===== config.mk =====
export PLATFORM = sky130hd
export DESIGN_NAME = pearson_hash_scheduler
export DESIGN_NICKNAME = d
export VERILOG_FILES = /design/src/rtl/pearson_hash_scheduler.sv
export SDC_FILE = /design/constraint.sdc
export NUM_CORES = 1
export LEC_CHECK = 0
export ABC_CLOCK_PERIOD_IN_PS = 3200
export CORE_AREA = 2 2 141 143
export CTS_BUF_LIST = sky130_fd_sc_hd__clkbuf_4 sky130_fd_sc_hd__clkbuf_8
export DETAILED_ROUTE_END_ITERATION = 10
export DIE_AREA = 0 0 143 145
export GPL_TIMING_DRIVEN = 0
export SYNTH_ARGS = -nofsm -noshare
export SYNTH_HDL_FRONTEND = slang
export SYNTH_SLANG_ARGS = --single-unit
export TNS_END_PERCENT = 5

===== constraint.sdc =====
create_clock -name clock -period 3.2 [get_ports clock]
set_input_delay 0.48 -clock clock [delete_from_list [all_inputs] [get_ports clock]]
set_output_delay 0.48 -clock clock [all_outputs]
set_load 0.02 [all_outputs]

===== src/rtl/pearson_hash_scheduler.sv =====
// Round-robin scheduler that shares a single Pearson hash engine among
// NUM_REQ requesters. Each job: latch the winner's message, hold the engine
// in reset for CLEAR_CYCLES, run it until it finishes (or times out), then
// pulse done to the owner with the hash (8'hFF plus result_error on timeout).
//
// Handshake: req[i] is a level the requester holds until it sees grant[i].
// grant[i] is a one-cycle pulse on the cycle the message is sampled. done[i]
// is a one-cycle pulse on the cycle result_hash/result_error are valid for i.
// Requests are only looked at in IDLE; nothing is queued.
module pearson_hash_scheduler #(
  parameter int NUM_REQ        = 4,
  parameter int CLEAR_CYCLES   = 2,
  parameter int TIMEOUT_CYCLES = 64
) (
  input  logic                    clock,
  input  logic                    reset,
  input  logic [NUM_REQ-1:0]      req,
  input  logic [64*NUM_REQ-1:0]   req_message,
  output logic [NUM_REQ-1:0]      grant,
  output logic [NUM_REQ-1:0]      done,
  output logic [7:0]              result_hash,
  output logic                    result_error,
  output logic                    busy,
  output logic                    eng_reset_n,
  output logic                    eng_enable,
  output logic [63:0]             eng_message,
  input  logic [7:0]              eng_hash,
  input  logic                    eng_finished,
  output logic [1:0]              dbg_state
);

  localparam int PW = $clog2(NUM_REQ);
  localparam int RW = $clog2(TIMEOUT_CYCLES);
  localparam int CW = (CLEAR_CYCLES > 1) ? $clog2(CLEAR_CYCLES) : 1;

  typedef enum logic [1:0] {
    S_IDLE  = 2'd0,
    S_CLEAR = 2'd1,
    S_RUN   = 2'd2,
    S_DONE  = 2'd3
  } state_t;

  state_t          state_q, state_d;
  logic [PW-1:0]   rr_ptr_q, rr_ptr_d;
  logic [PW-1:0]   owner_q, owner_d;
  logic [63:0]     msg_q, msg_d;
  logic [CW-1:0]   clr_cnt_q, clr_cnt_d;
  logic [RW-1:0]   run_cnt_q, run_cnt_d;
  logic [7:0]      hash_q, hash_d;
  logic            err_q, err_d;

  logic [PW-1:0]   win;
  logic [PW-1:0]   win_next;

  // First set request bit at or after ptr, wrapping around.
  function automatic logic [PW-1:0] rr_pick(input logic [NUM_REQ-1:0] r,
                                            input logic [PW-1:0] ptr);
    logic [PW-1:0] w;
    logic          found;
    int            idx;
    w     = '0;
    found = 1'b0;
    for (int i = 0; i < NUM_REQ; i++) begin
      idx = int'(ptr) + i;
      if (idx >= NUM_REQ) idx = idx - NUM_REQ;
      if (!found && r[idx]) begin
        found = 1'b1;
        w     = PW'(idx);
      end
    end
    return w;
  endfunction

  // Arbitration winner and the pointer value that follows it.
  always_comb begin
    win      = rr_pick(req, rr_ptr_q);
    win_next = (int'(win) == NUM_REQ - 1) ? '0 : win + 1'b1;
  end

  // Next-state logic and outputs; reset forces every pulse/engine output low.
  always_comb begin
    state_d     = state_q;
    rr_ptr_d    = rr_ptr_q;
    owner_d     = owner_q;
    msg_d       = msg_q;
    clr_cnt_d   = clr_cnt_q;
    run_cnt_d   = run_cnt_q;
    hash_d      = hash_q;
    err_d       = err_q;
    grant       = '0;
    done        = '0;
    busy        = 1'b1;
    eng_reset_n = 1'b1;
    eng_enable  = 1'b0;

    case (state_q)
      S_IDLE: begin
        busy = 1'b0;
        if (|req) begin
          grant[win] = 1'b1;
          msg_d      = req_message[int'(win)*64 +: 64];
          owner_d    = win;
          rr_ptr_d   = win_next;
          clr_cnt_d  = '0;
          state_d    = S_CLEAR;
        end
      end
      S_CLEAR: begin
        // Engine held in reset; a stale finished flag is ignored here.
        eng_reset_n = 1'b0;
        if (clr_cnt_q == CW'(CLEAR_CYCLES - 1)) begin
          run_cnt_d = '0;
          state_d   = S_RUN;
        end else begin
          clr_cnt_d = clr_cnt_q + 1'b1;
        end
      end
      S_RUN: begin
        eng_enable = 1'b1;
        run_cnt_d  = run_cnt_q + 1'b1;
        if (eng_finished) begin
          hash_d  = eng_hash;
          err_d   = 1'b0;
          state_d = S_DONE;
        end else if (run_cnt_q == RW'(TIMEOUT_CYCLES - 1)) begin
          hash_d  = 8'hFF;
          err_d   = 1'b1;
          state_d = S_DONE;
        end
      end
      S_DONE: begin
        done[owner_q] = 1'b1;
        state_d       = S_IDLE;
      end
      default: state_d = S_IDLE;
    endcase

    if (reset) begin
      grant       = '0;
      done        = '0;
      busy        = 1'b0;
      eng_reset_n = 1'b0;
      eng_enable  = 1'b0;
    end
  end

  // State and datapath registers.
  always_ff @(posedge clock) begin
    if (reset) begin
      state_q   <= S_IDLE;
      rr_ptr_q  <= '0;
      owner_q   <= '0;
      msg_q     <= '0;
      clr_cnt_q <= '0;
      run_cnt_q <= '0;
      hash_q    <= '0;
      err_q     <= 1'b0;
    end else begin
      state_q   <= state_d;
      rr_ptr_q  <= rr_ptr_d;
      owner_q   <= owner_d;
      msg_q     <= msg_d;
      clr_cnt_q <= clr_cnt_d;
      run_cnt_q <= run_cnt_d;
      hash_q    <= hash_d;
      err_q     <= err_d;
    end
  end

  assign eng_message  = msg_q;
  assign result_hash  = hash_q;
  assign result_error = err_q;
  assign dbg_state    = state_q;

endmodule

### Yosys cells after proc, flatten, opt, wreduce, memory -nomap -nowiden

Cells that the tools add are included.

* input bits: 271
* register bits: 86
* logic and storage cells: 110
* output and inout bits: 86

* reduce and logical (&&, ||, !) cells: 18
* muxes and demuxes: 53
* shift-type cells: 1
* equal/unequal tests: 8
* order comparisons: 12
* add/sub/neg operators: 10

Operator list (number)
* 256-bit by 9-bit variable part select with 64-bit output: 1
* 32-bit by 4-bit < comparator with 1-bit output (second input constant): 4
* 32-bit 2-to-1 mux: 4
* 1-bit 2-to-1 mux: 23
* 4-bit 2-to-1 mux: 5
* 2-bit 2-to-1 mux: 9
* 8-bit 2-to-1 mux: 2
* 6-bit case mux with 2 select lines: 1
* 3-bit by 3-bit subtractor with 4-bit output (second input constant): 3
* 3-bit >= comparator (second input constant): 3
* 1-bit binary-select mux with 2-bit select: 4
* 2-bit case mux with 4 select lines: 1
* 2-bit AND reduction: 4
* 2-bit by 2-bit adder with 3-bit output (second input constant): 2
* 6-bit by 1-bit adder with 6-bit output (second input constant): 1
* 6-bit equality test (second input constant): 1
* 2-bit by 3-bit < comparator with 1-bit output (second input constant): 2
* 6-bit 2-to-1 mux: 1
* 2-bit nonzero test: 3
* 1-bit logical AND: 5
* 1-bit demux with 2-bit select: 2
* 2-bit by 1-bit equality test with 1-bit output (second input constant): 2
* 2-bit equality test (second input constant): 2
* 2-bit by 1-bit >= comparator with 1-bit output (second input constant): 2
* other kinds (12): 15

### Longest topological paths before layout

* depth in word-level cells: 22
* gate-level depth with buffers: 9
* gate-level depth less buffers: 7

### Worst setup path before layout

Ideal clock, no wire load.

* path type: register to output
* start point: register state_q[0] (netlist: dbg_state[0])
* end point: output grant[1]
* path slack: 879 ps
* arrival: 1841 ps
* data required time: 2720 ps
* buffers on the path: 1
* cell stages (with the launch flop): 8
* cell sequence: dfxtp_1 > inv_1 > ha_1 > nand2b_2 > nor2_4 > nand2b_4 > buf_2 > nor4_1

* word-level cells in the longest chain between the ends: 3

RTL lines
* start: declaration: line 43 `state_t state_q, state_d;`
* start signal: assignment: line 159 `state_q <= state_d;`
* 2-bit zero test: line 96 `case (state_q)`
* 4-bit 2-to-1 mux: line 96
* 4-bit 2-to-1 mux: line 138 `if (reset) begin`
* end: declaration: line 19 `output logic [NUM_REQ-1:0] grant,`

Every way passes these cells.

### Worst setup path after layout

* start point: input req[2]
* end point: output grant[0]

* word-level cells in the longest chain between the ends: 20
* elaborated cells between the ends (all ways): 34
* those cells by class: 2 x order compare; 24 x mux; 8 x reduce/logical

RTL lines
* start: declaration: line 17 `input logic [NUM_REQ-1:0] req,`
* 1-bit binary-select mux with 2-bit select: line 66 `if (!found && r[idx]) begin`
* 1-bit 2-to-1 mux (implied by the code) (2 in series): line 66
* 1-bit 2-to-1 mux: line 66
* 1-bit zero test: line 66
* 1-bit logical AND: line 66
* 1-bit 2-to-1 mux: line 66
* 1-bit zero test: line 66
* 1-bit logical AND: line 66
* [3 not listed]
* 2-bit 2-to-1 mux: line 66
* 2-bit by 3-bit < comparator with 1-bit output (implied by the code) / 2-bit by 1-bit >= comparator with 1-bit output (equally long branches): line 100 `grant[win] = 1'b1;`
* 1-bit logical AND (implied by the code): line 100
* 1-bit 2-to-1 mux (implied by the code): line 100
* 1-bit demux with 2-bit select: line 100
* 4-bit 2-to-1 mux (*): line 99 `if (|req) begin`
* 4-bit 2-to-1 mux (*): line 96
* 4-bit 2-to-1 mux (*): line 138

Mark *: on every way between the ends. The rest lies on a longest branch, timed or not. The select of a mux whose other input is x is not followed.

==> flow_summary_export.csv <==
group,metric,value,unit
power,p_leak,3.56,nW
worst_setup_path,required,2.72,ns
cells_and_area,multi_input_area,3150,um^2
placed_design,port_buffers,355,
worst_setup_path,crit_fanout,10,
clock_network,htreeDepth,3,
sta,skew,0.00821,ns
synthesis,synth_area_leaders,"dfxtp_1 (33%), mux2i_1 (25%), o221ai_2 (17%)",
clock_network,cts_made_buffers,9,
clock_network,clockRootBuffer,"clkbuf_8",
cells_and_area,antenna_cells,0,
synthesis,synth_top_area_cell,"dfxtp_1",
power,peakVddDrop,0.354,mV
min_path,hold-path-cell-count,2,
routing,first_pass_iters,4,
sta,rsz0062_at_grt,"true",
routing,vias_per_cell,4.69,
sta,slew_headroom,64.7,%
cells_and_area,final_cell_mix,"clkdlybuf4s50_1 (352), mux2i_1 (132), dfxtp_1 (86), nand2_1 (77), o221ai_2 (59)",
run_status,status,"completed",
synthesis,ys_warn_count,0,
die,io_pins,357,
sta,whs,0.470,ns
worst_setup_path,crit_path_start_kind,"primary input",
synthesis,synthCells,502,
sta,period_share,96.7,%
cells_and_area,layout_commonest_cell,"clkdlybuf4s50_1",
routing,antenna_left,0,
routing,drt_iter0_drc,105,
flow_run,drv_cap,0,
global_routing,gr-total-overflow,0,
cells_and_area,final_nets,1144,
routing,num_vias,5323,
placed_design,dp_hpwl,17.2,mm
power,power.density,721,nW/um^2
synthesis,syn-num-nets,779,
global_routing,grt_pass1_vias,5535,
worst_setup_path,cp.arrival,2.61,ns
sta,setup_viol,0,
die,core-area,19200,um^2
sta,worst_pin_slew,0.515,ns
clock_network,post_cts_buffers,0,
die,rows,51,
global_routing,grt_usage,19.6,%
cells_and_area,drive_gt1_share,13.1,%
clock_network,cts.sinks,86,
min_path,hp-start,"eng_message[60]",
synthesis,syn_area,5270,um^2
placed_design,gp_congestion,0.827,
cells_and_area,area_growth,78.2,%
worst_setup_path,r2r_start,"rr_ptr_q[1]",
global_routing,grt_pass1_wl,31.3,mm
synthesis,yosysTopAreaCellShare,32.7,%
cells_and_area,fill_cells,1760,
worst_setup_path,crit_path_end_kind,"output port",
clock_network,insertion_delay,0.37,ns
routing,drt-total-wl,21.1,mm
sta,hold_viol_final,0,
clock_network,cts_tree,"built",
sta,fin_crit,3.09,ns
routing,routedWlPerCell,18.5,um
die,dieWidth,143,um
min_path,hp-class,"flop to flop",
sta,max_freq,0.323,GHz
worst_setup_path,critical_path_class,"primary input to output port",
cells_and_area,fin_util,48.9,%
synthesis,syn_avg_cell_area,10.5,um^2
worst_setup_path,regToRegSetupSlack,1.12,ns
die,dieArea,20700,um^2
sta,slew_violations,0,
routing,drc,0,
synthesis,synth-seq-cells,86,
synthesis,seq_area_frac_synth,32.7,%
clock_network,clk_pin_slew,0.08,ns
synthesis,yosysUniqueCellTypes,42,
worst_setup_path,reg2reg_to,"eng_message[42]",
die,die_h,145,um
global_routing,grt_start_max_net_pins,15,
worst_setup_path,r2r_cells,8,
global_routing,antenna_found_initial,0,
clock_network,clk_path_buf_depth,2,
min_path,min_to,"eng_message[60]",
die,start_util,27.4,%
cells_and_area,seqCellArea,1720,um^2
-- synth_stat cells, drive strengths merged --
master	count
nor2	37
mux2i	132
a32oi	1
bufbuf	3
and3	3
nand3	3
nor3	14
dfxtp	86
a22oi	2
xor2	1
nand2b	5
a211oi	2
nor3b	1
ha	6
o21ai	1
and2	1
a41oi	1
nor2b	5
a21oi	10
clkbuf	13
nor4	2
a21o	1
o221ai	64
a31oi	1
nand2	77
a221oi	1
o2bb2a	1
buf	24
inv	4
-- registers in the layout, summed over array words and instances, names as in the netlist --
name / flops
result_error: 1
dbg_state: 2
rr_ptr_q: 2
owner_q: 2
result_hash: 8
eng_message: 64
clr_cnt_q: 1
run_cnt_q: 6
-- worst max path at each step --
| stage | start | end | slack [ns] | cells after the start |
|---|---|---|---|---|
| after global routing | req[3] | grant[3] | -0.02 | 10 |
| after global placement | req[3] | grant[3] | -0.15 | 10 |
| after CTS | req[0] | grant[0] | 0.04 | 8 |
| final | req[2] | grant[0] | 0.11 | 9 |
| after detailed placement | req[3] | grant[3] | -0.19 | 10 |
| after floorplan | dbg_state[0] | grant[1] | 0.88 | 7 |
-- layer usage --
layer / vias up / wire (um) / GRT usage, %
met4: 0 / 309 / 3.91
met5: - / 0 / 0
met3: 19 / 1530 / 5.64
met2: 207 / 11000 / 36.7
met1: 2493 / 8240 / 21.6
li1: 2604 / - / -
-- critical path, cell delays in order --
cell             delay, ns
clkdlybuf4s50_1       0.59
nand2b_1              0.11
a21oi_2               0.18
nor3_2                0.05
buf_4                 0.17
buf_12                0.17
buf_12                0.15
nor2_1                0.11
clkdlybuf4s50_1       0.61
-- area by class of cell --
type | count | share of cell area [%]
Tap cell | 265 | 3.53
Buffer | 39 | 4.13
Inverter | 4 | 0.160
Sequential cell | 86 | 18.3
Clock inverter | 6 | 1.19
Multi-Input combinational cell | 372 | 33.5
Timing Repair Buffer | 355 | 37.8
Clock buffer | 9 | 1.32
-- where the power goes --
part,switching [W],internal (W)
sequential,0.000242,0.00149
clock,0.000423,0.000514
combinational,0.00208,0.00202
total,0.00274,0.00402
-- cell families (layout without fill, tap and decap cells) --
| kind of cell | Yosys count | after routing | synth area share (%) |
|---|---|---|---|
| xor+xnor | 1 | 1 | 0.166 |
| compound gates | 85 | 85 | 20.2 |
| buf+inv | 44 | 413 | 7.69 |
| fa+ha+maj | 6 | 6 | 1.42 |
| simple gates | 148 | 148 | 12.8 |
| mux | 132 | 132 | 25.1 |
| flops | 86 | 86 | 32.7 |
-- metrics by stage --
stage	power, W	setup WS, ns	setup TNS [ns]	instance area (um^2)	std cells
final	0.00677	0.106	0	9390	1136
after global routing	0.00716	-0.0200	-0.0200	9390	1136
after CTS	0.00687	0.0351	0	9390	1137
after detailed placement	0.00591	-0.186	-0.338	9160	1122
after global placement	0.00585	-0.145	-0.206	9160	1122
after floorplan	0.00420	0.879	0	5270	502
-- what timing repair did --
action                     4_1_cts  5_1_grt
setup endpoints to repair        3        2
resized for setup                3        2
cloned                           0        0
hold buffers                     0        0
pin swaps                        0        0
Power figures use the tool's default switching activity.
